===== src/rtl/gpi_irq_pkg.sv =====
// Shared register map for the APB general-purpose input block.
// Offsets and the word-index enum used by the address decoder.
package gpi_irq_pkg;

  localparam logic [4:0] OFF_MODER   = 5'h00;
  localparam logic [4:0] OFF_IDR     = 5'h04;
  localparam logic [4:0] OFF_RIER    = 5'h08;
  localparam logic [4:0] OFF_FIER    = 5'h0C;
  localparam logic [4:0] OFF_ISR     = 5'h10;
  localparam logic [4:0] OFF_IER_GLB = 5'h14;

  typedef enum logic [2:0] {
    IDX_MODER   = 3'd0,
    IDX_IDR     = 3'd1,
    IDX_RIER    = 3'd2,
    IDX_FIER    = 3'd3,
    IDX_ISR     = 3'd4,
    IDX_IER_GLB = 3'd5,
    IDX_RSV6    = 3'd6,
    IDX_RSV7    = 3'd7
  } reg_idx_e;

  function automatic reg_idx_e addr_to_idx(input logic [4:0] a);
    return reg_idx_e'(a[4:2]);
  endfunction

endpackage


===== src/rtl/gpi_sync_edge.sv =====
// Pin synchroniser with previous-sample register.
// Emits unmasked per-bit rising and falling edge strobes.
module gpi_sync_edge #(
  parameter int WIDTH       = 8,
  parameter int SYNC_STAGES = 2
) (
  input  logic             PCLK,
  input  logic             PRESET,
  input  logic [WIDTH-1:0] in_port,
  output logic [WIDTH-1:0] sync_q,
  output logic [WIDTH-1:0] rise_raw,
  output logic [WIDTH-1:0] fall_raw
);

  logic [SYNC_STAGES-1:0][WIDTH-1:0] sync_r;
  logic [WIDTH-1:0]                  prev;

  always_ff @(posedge PCLK or posedge PRESET) begin
    if (PRESET) begin
      sync_r <= '0;
      prev   <= '0;
    end else begin
      sync_r <= {sync_r[SYNC_STAGES-2:0], in_port};
      prev   <= sync_r[SYNC_STAGES-1];
    end
  end

  assign sync_q   = sync_r[SYNC_STAGES-1];
  assign rise_raw = sync_q & ~prev;
  assign fall_raw = ~sync_q & prev;

endmodule


===== src/rtl/gpi_irq_periph.sv =====
// APB general-purpose input port with edge interrupts.
// One wait state per transfer; irq is a pure register function.
module gpi_irq_periph
  import gpi_irq_pkg::*;
#(
  parameter int WIDTH       = 8,
  parameter int SYNC_STAGES = 2
) (
  input  logic             PCLK,
  input  logic             PRESET,
  input  logic [4:0]       PADDR,
  input  logic [31:0]      PWDATA,
  input  logic             PWRITE,
  input  logic             PSEL,
  input  logic             PENABLE,
  output logic [31:0]      PRDATA,
  output logic             PREADY,
  output logic             PSLVERR,
  input  logic [WIDTH-1:0] inPort,
  output logic             irq
);

  logic [WIDTH-1:0] moder;
  logic [WIDTH-1:0] rier;
  logic [WIDTH-1:0] fier;
  logic [WIDTH-1:0] isr;
  logic             ier_glb;

  logic [WIDTH-1:0] sync_q;
  logic [WIDTH-1:0] rise_raw;
  logic [WIDTH-1:0] fall_raw;
  logic [WIDTH-1:0] idr;
  logic [WIDTH-1:0] isr_set;
  logic [WIDTH-1:0] isr_clr;
  logic [WIDTH-1:0] wdat;
  logic [31:0]      rdata;
  reg_idx_e         idx;
  logic             access;
  logic             wr;
  logic             rd;
  logic             unmapped;
  logic             unused_bits;

  gpi_sync_edge #(
    .WIDTH       (WIDTH),
    .SYNC_STAGES (SYNC_STAGES)
  ) u_sync (
    .PCLK     (PCLK),
    .PRESET   (PRESET),
    .in_port  (inPort),
    .sync_q   (sync_q),
    .rise_raw (rise_raw),
    .fall_raw (fall_raw)
  );

  assign idx      = addr_to_idx(PADDR);
  assign access   = PSEL & PENABLE & ~PREADY;
  assign wr       = access & PWRITE;
  assign rd       = access & ~PWRITE;
  assign unmapped = (idx == IDX_RSV6) || (idx == IDX_RSV7);
  assign wdat     = PWDATA[WIDTH-1:0];
  assign idr      = sync_q & ~moder;

  assign unused_bits = ^{PADDR[1:0], PWDATA};

  // A fresh edge in the same cycle as a W1C clear keeps the bit set.
  assign isr_set = ((rise_raw & rier) | (fall_raw & fier)) & ~moder;
  assign isr_clr = (wr && idx == IDX_ISR) ? wdat : '0;

  always_comb begin
    rdata = '0;
    unique case (idx)
      IDX_MODER:   rdata = 32'(moder);
      IDX_IDR:     rdata = 32'(idr);
      IDX_RIER:    rdata = 32'(rier);
      IDX_FIER:    rdata = 32'(fier);
      IDX_ISR:     rdata = 32'(isr);
      IDX_IER_GLB: rdata = {31'd0, ier_glb};
      IDX_RSV6,
      IDX_RSV7:    rdata = '0;
    endcase
  end

  always_ff @(posedge PCLK or posedge PRESET) begin
    if (PRESET) begin
      PREADY  <= 1'b0;
      PSLVERR <= 1'b0;
      PRDATA  <= '0;
    end else begin
      PREADY  <= access;
      PSLVERR <= access & unmapped;
      if (rd) PRDATA <= rdata;
    end
  end

  always_ff @(posedge PCLK or posedge PRESET) begin
    if (PRESET) begin
      moder   <= '0;
      rier    <= '0;
      fier    <= '0;
      ier_glb <= 1'b0;
    end else if (wr) begin
      unique case (1'b1)
        idx == IDX_MODER:   moder   <= wdat;
        idx == IDX_RIER:    rier    <= wdat;
        idx == IDX_FIER:    fier    <= wdat;
        idx == IDX_IER_GLB: ier_glb <= PWDATA[0];
        default: ;
      endcase
    end
  end

  always_ff @(posedge PCLK or posedge PRESET) begin
    if (PRESET) isr <= '0;
    else        isr <= (isr & ~isr_clr) | isr_set;
  end

  assign irq = ier_glb & (|isr);

endmodule


===== config.mk =====
export PLATFORM = sky130hd
export DESIGN_NAME = gpi_irq_periph
export DESIGN_NICKNAME = d
export VERILOG_FILES = /design/src/rtl/gpi_irq_pkg.sv /design/src/rtl/gpi_sync_edge.sv /design/src/rtl/gpi_irq_periph.sv
export SDC_FILE = /design/constraint.sdc
export NUM_CORES = 1
export LEC_CHECK = 0
export CELL_PAD_IN_SITES_DETAIL_PLACEMENT = 0
export CELL_PAD_IN_SITES_GLOBAL_PLACEMENT = 2
export CORE_UTILIZATION = 32
export DETAILED_ROUTE_END_ITERATION = 8
export PLACE_DENSITY_LB_ADDON = 0.2
export SYNTH_ARGS = -nofsm -noshare
export SYNTH_HDL_FRONTEND = slang
export SYNTH_SLANG_ARGS = --single-unit
export TNS_END_PERCENT = 20

===== constraint.sdc =====
create_clock -name PCLK -period 3.61 [get_ports PCLK]
set_input_delay 0.5415 -clock PCLK [delete_from_list [all_inputs] [get_ports PCLK]]
set_output_delay 0.5415 -clock PCLK [all_outputs]
set_load 0.03 [all_outputs]

# --- Word-level counts from Yosys, hierarchy flattened ---
# Index checks and enable logic that the tools add are counted.
classes:
  eq_ne: 7
  muxes: 2
  bitwise_logic: 21
  n_reduce_logical: 9
ops:
  columns: ["op", "count"]
  rows:
  - ["$pmux W32 S7", 1]
  - ["$and A8 B8 Y8", 7]
  - ["$not A8 Y8", 4]
  - ["$or A8 B8 Y8", 2]
  - ["$eq A3 B3 Y1 const B", 4]
  - ["$mux W8", 1]
  - ["$reduce_and A2 Y1", 4]
  - ["$reduce_or A8 Y1", 1]
  - ["$and A1 B1 Y1", 6]
  - ["$eq A3 B2 Y1 const B", 2]
  - ["$eq A3 B1 Y1 const B", 1]
  - ["$logic_not A3 Y1", 1]
  - ["$not A1 Y1", 2]
  - ["$reduce_or A2 Y1", 1]
  - ["$logic_and A1 B1 Y1", 1]
  - ["$logic_or A1 B1 Y1", 1]
totals:
  ff_bits: 91
  elab_cells: 50

# --- Logic depth before layout (Yosys ltp) ---
depth:
  ltp_word: 8
  mapped_depth: 6
  ltp_nobuf: 4

# --- By module ---
# Synthesis repeated with hierarchy kept, for this count alone.
hier_totals:
  cells_unflattened: 258
  hier_area_um2: 3139.3
modules_own_cells:
  columns: ["module", "n_inst", "cells_each", "area_each_um2"]
  rows:
  - ["gpi_irq_periph", 1, 209, 2334.7]
  - ["gpi_sync_edge", 1, 49, 804.5]

# --- Least setup slack after synthesis ---
# OpenSTA, ideal clock, no wires.
synth_timing:
  path_type: "input port to flip-flop"
  from: "in PADDR[3]"
  to: "reg rier[0]"
  t_arrival_ps: 1619
  required_time_ps: 3485
  path_slack_ps: 1866
  path_stages: 5
  path_buffers: 2
  cell_sequence: "buf_4 > and2b_1 > buf_6 > nor3b_4 > mux2_2"
synth_via:
  elab_chain_len: 2
synth_lines:
  columns: ["item", "line_no", "rtl"]
  rows:
  - ["from (decl)", "gpi_irq_periph.sv:11", "input logic [4:0] PADDR,"]
  - ["$eq A3 B2 Y1", "gpi_irq_periph.sv:105", "idx == IDX_RIER: rier <= wdat;"]
  - ["$reduce_and A2 Y1 (no line)", null, null]
  - ["to (signal assigned)", "gpi_irq_periph.sv:105", null]
  - ["to (decl)", "gpi_irq_periph.sv:24", "logic [WIDTH-1:0] rier;"]
# Every way passes these cells.
# A chain may end at the register's enable or synchronous reset.

# --- Worst setup path in the final report ---
layout_timing:
  from: "reg isr[5]"
  to: "out irq"
layout_via:
  elab_chain_len: 2
layout_lines:
  columns: ["item", "line_no", "rtl"]
  rows:
  - ["from (decl)", "gpi_irq_periph.sv:26", "logic [WIDTH-1:0] isr;"]
  - ["from (signal assigned)", "gpi_irq_periph.sv:115", "else isr <= (isr & ~isr_clr) | isr_set;"]
  - ["$reduce_or A8 Y1", "gpi_irq_periph.sv:118", "assign irq = ier_glb & (|isr);"]
  - ["$and A1 B1 Y1", "gpi_irq_periph.sv:118", null]
  - ["to (decl)", "gpi_irq_periph.sv:20", "output logic irq"]
# Every way passes these cells.

==> impl_metrics.py <==
metrics = {
    "clocking": {
        "cts_buffers": 9,
        "cts_max_level": 3,
        "clk_latency_ps": 340,
        "clk_pin_slew_ps": 70,
        "post-cts-setup-buffer-count": 0,
        "cts.repair.resized": 0,
        "cts-root-buf": "clkbuf_8",
        "clock-sinks": 67,
        "cts_max_path_buffers": 2,
        "cts_tree": "built",
        "postCtsHoldBufs": 0,
    },
    "cells_and_area": {
        "postLayoutCoreUtil_pct": 40.57,
        "nFillCells": 876,
        "diodes": 0,
        "layout-drive-gt1-share_pct": 15.23,
        "multi_input_area_um2": 1102,
        "final_nets": 347,
        "stdcell_count": 410,
        "finalInstanceArea_um2": 3607,
        "area_growth_pct": 20.73,
        "regArea_um2": 1677,
    },
    "global_routing": {
        "grt_util_all_layers_pct": 14.76,
        "antenna_found_initial": 0,
        "grt_first_pass_wirelength_mm": 10.68,
        "grt_pass1_vias": 1930,
        "grt_overflow_total": 0,
        "grt_max_degree": 38,
    },
    "routing": {
        "wl_met1_mm": 3.166,
        "route.vias.total": 1996,
        "routed_wl_mm": 6.514,
        "wire_per_inst_um": 15.89,
        "drtIter0Drc": 77,
        "drt_pre_antenna_iters": 4,
        "drc": 0,
        "vias_per_cell": 4.868,
        "routed.top_layer": "met4",
        "wl_met3_um": 246,
        "met2_length_mm": 2.984,
        "ant_nets": 0,
    },
    "floorplan": {
        "chipWidth_um": 98.63,
        "core_area_um2": 8891,
        "std_cell_rows": 34,
        "dieArea_um2": 9728,
        "dieHeight_um": 98.63,
        "boundaryPins": 85,
        "initial_utilization_pct": 33.61,
    },
    "place": {
        "post_dp_cell_area_um2": 3364,
        "hpwl_mm": 4.392,
        "globalplace.congestion": 0.7747,
        "io_buffer_count": 34,
        "place_inst": 394,
    },
    "synth": {
        "synth_top_area_share_pct": 56.11,
        "synth_area_leaders": "dfrtp_1 (56%), mux2_2 (6.8%), buf_4 (6.3%)",
        "syn_inst": 257,
        "ys_ff_latch": 67,
        "synth_warnings": 0,
        "synth_edf_count": 0,
        "synth_common_cells": "dfrtp_1 (67), nand2_1 (32), buf_4 (25)",
        "post-synth-top-count-cell": "dfrtp_1",
        "synth_cell_types": 37,
        "yosys_most_used_dff": "dfrtp_1",
        "postSynthAreaPerCell_um2": 11.63,
        "seq_area_frac_synth_pct": 56.11,
        "synthesis.area_um2": 2988,
        "async_flop_share_pct": 100.0,
        "synth_top_area_cell": "dfrtp_1",
    },
    "timing": {
        "slew_headroom_pct": 55.72,
        "finalMaxSlewViolations": 0,
        "fin_crit_ps": 2599,
        "setup_violations": 0,
        "setup_tns_ps": 0,
        "rsz0062_at_grt": "false",
        "worst_clock_skew_ps": 4.872,
        "fmax_mhz": 384.7,
        "worst_pin_slew_ps": 663.3,
        "hold_viol": 0,
        "finalCritPeriodShare_pct": 72.01,
    },
    "worst_setup_path": {
        "critPathMaxFanout": 3,
        "start_kind": "flip-flop",
        "path_class": "flip-flop to primary output",
        "cp-end-kind": "primary output",
        "required_ps": 3070,
        "arrival_ps": 2060,
    },
    "pwr": {
        "total_power_mw": 2.109,
        "vdd_drop_max_mv": 0.2368,
        "leakagePower_nw": 1.562,
        "powerDensity_nw_per_um2": 584.7,
    },
    "min_path": {
        "worstHoldPathType": "flip-flop to flip-flop",
    },
    "outcome": {
        "outcome": "finished clean",
    },
    "run": {
        "cap_violations": 0,
    },
}
==> path summary, 6_finish.rpt <==
check                                            from                          to  slack [ps]  cells after the start
max                                  isr[5]$_DFF_PP0_                         irq        1010                      3
min                        u_sync.sync_r[7]$_DFF_PP0_  u_sync.sync_q[7]$_DFF_PP0_         340                      0
max reg2reg                          PREADY$_DFF_PP0_         rier[5]$_DFFE_PP0P_        1830                      3
min reg2reg                u_sync.sync_r[7]$_DFF_PP0_  u_sync.sync_q[7]$_DFF_PP0_         340                      0
max in group asynchronous                      PRESET  u_sync.sync_r[0]$_DFF_PP0_        2360                      3
min in group asynchronous                      PRESET  u_sync.sync_r[3]$_DFF_PP0_         610                      2
==> worst max-delay path, stage by stage (launching register included) <==
cell and delay (ps):
dfrtp_1 400, nor4_1 490, a21boi_0 200, clkdlybuf4s50_1 630
==> through the flow <==
step,hold slack [ps],setup slack [ps]
after CTS,339.6,1041
after global routing,352.5,958.7
final,342.4,1011
after detailed placement,334.7,726.4
after global placement,331.9,733.3
after floorplan,331.2,1385
==> report_power, final <==
group          switching, mW  leakage, nW  total (mW)  internal, mW
logic                  0.200        0.633       0.369         0.169
clock network          0.285        0.117       0.763         0.479
registers             0.0960        0.811       0.977         0.881
==> layout by cell type (no fill, tap or decap), types with 6 or more instances in the layout <==
cell type         n
buf_4             7
a32oi_1           7
o211ai_1          6
dfrtp_1          67
a31oi_1           8
inv_1             9
conb_1           24
nand3b_1          8
nand2_1          32
a22o_1           14
o21ai_0          21
mux2_2           18
clkbuf_8         10
clkdlybuf4s50_1  34
==> cell families after synthesis <==
logic type / Yosys count / share of synthesized area (%)
DFF: 67 / 56.11
other: 1 / 0.1255
and+or+nand+nor: 62 / 12.52
muxes: 18 / 6.784
AOI/OAI and AO/OA: 63 / 14.57
buffers and inverters: 46 / 9.883
==> state kept, by name, indices dropped and copies added (netlist names) <==
register       cells
moder              8
rier               8
PSLVERR            1
u_sync.sync_r      8
PREADY             1
PRDATA             8
ier_glb            1
isr                8
u_sync.sync_q      8
u_sync.prev        8
fier               8
==> cell type report <==
| class | instances | area share, % |
|---|---|---|
| sequential | 67 | 46.48 |
| multi-input combinational | 167 | 30.56 |
| timing repair buffer | 42 | 11.45 |
| tap | 108 | 3.746 |
| clock inverter | 4 | 2.706 |
| clock buffer | 12 | 4.024 |
| inverter | 10 | 1.041 |
==> per-layer routing <==
layer	GRT usage, %	vias to the layer above
li1	-	953
met1	20.55	987
met2	22.05	46
met3	2.908	10
met4	7.233	0
met5	0	-
Power figures use the tool's default switching activity.
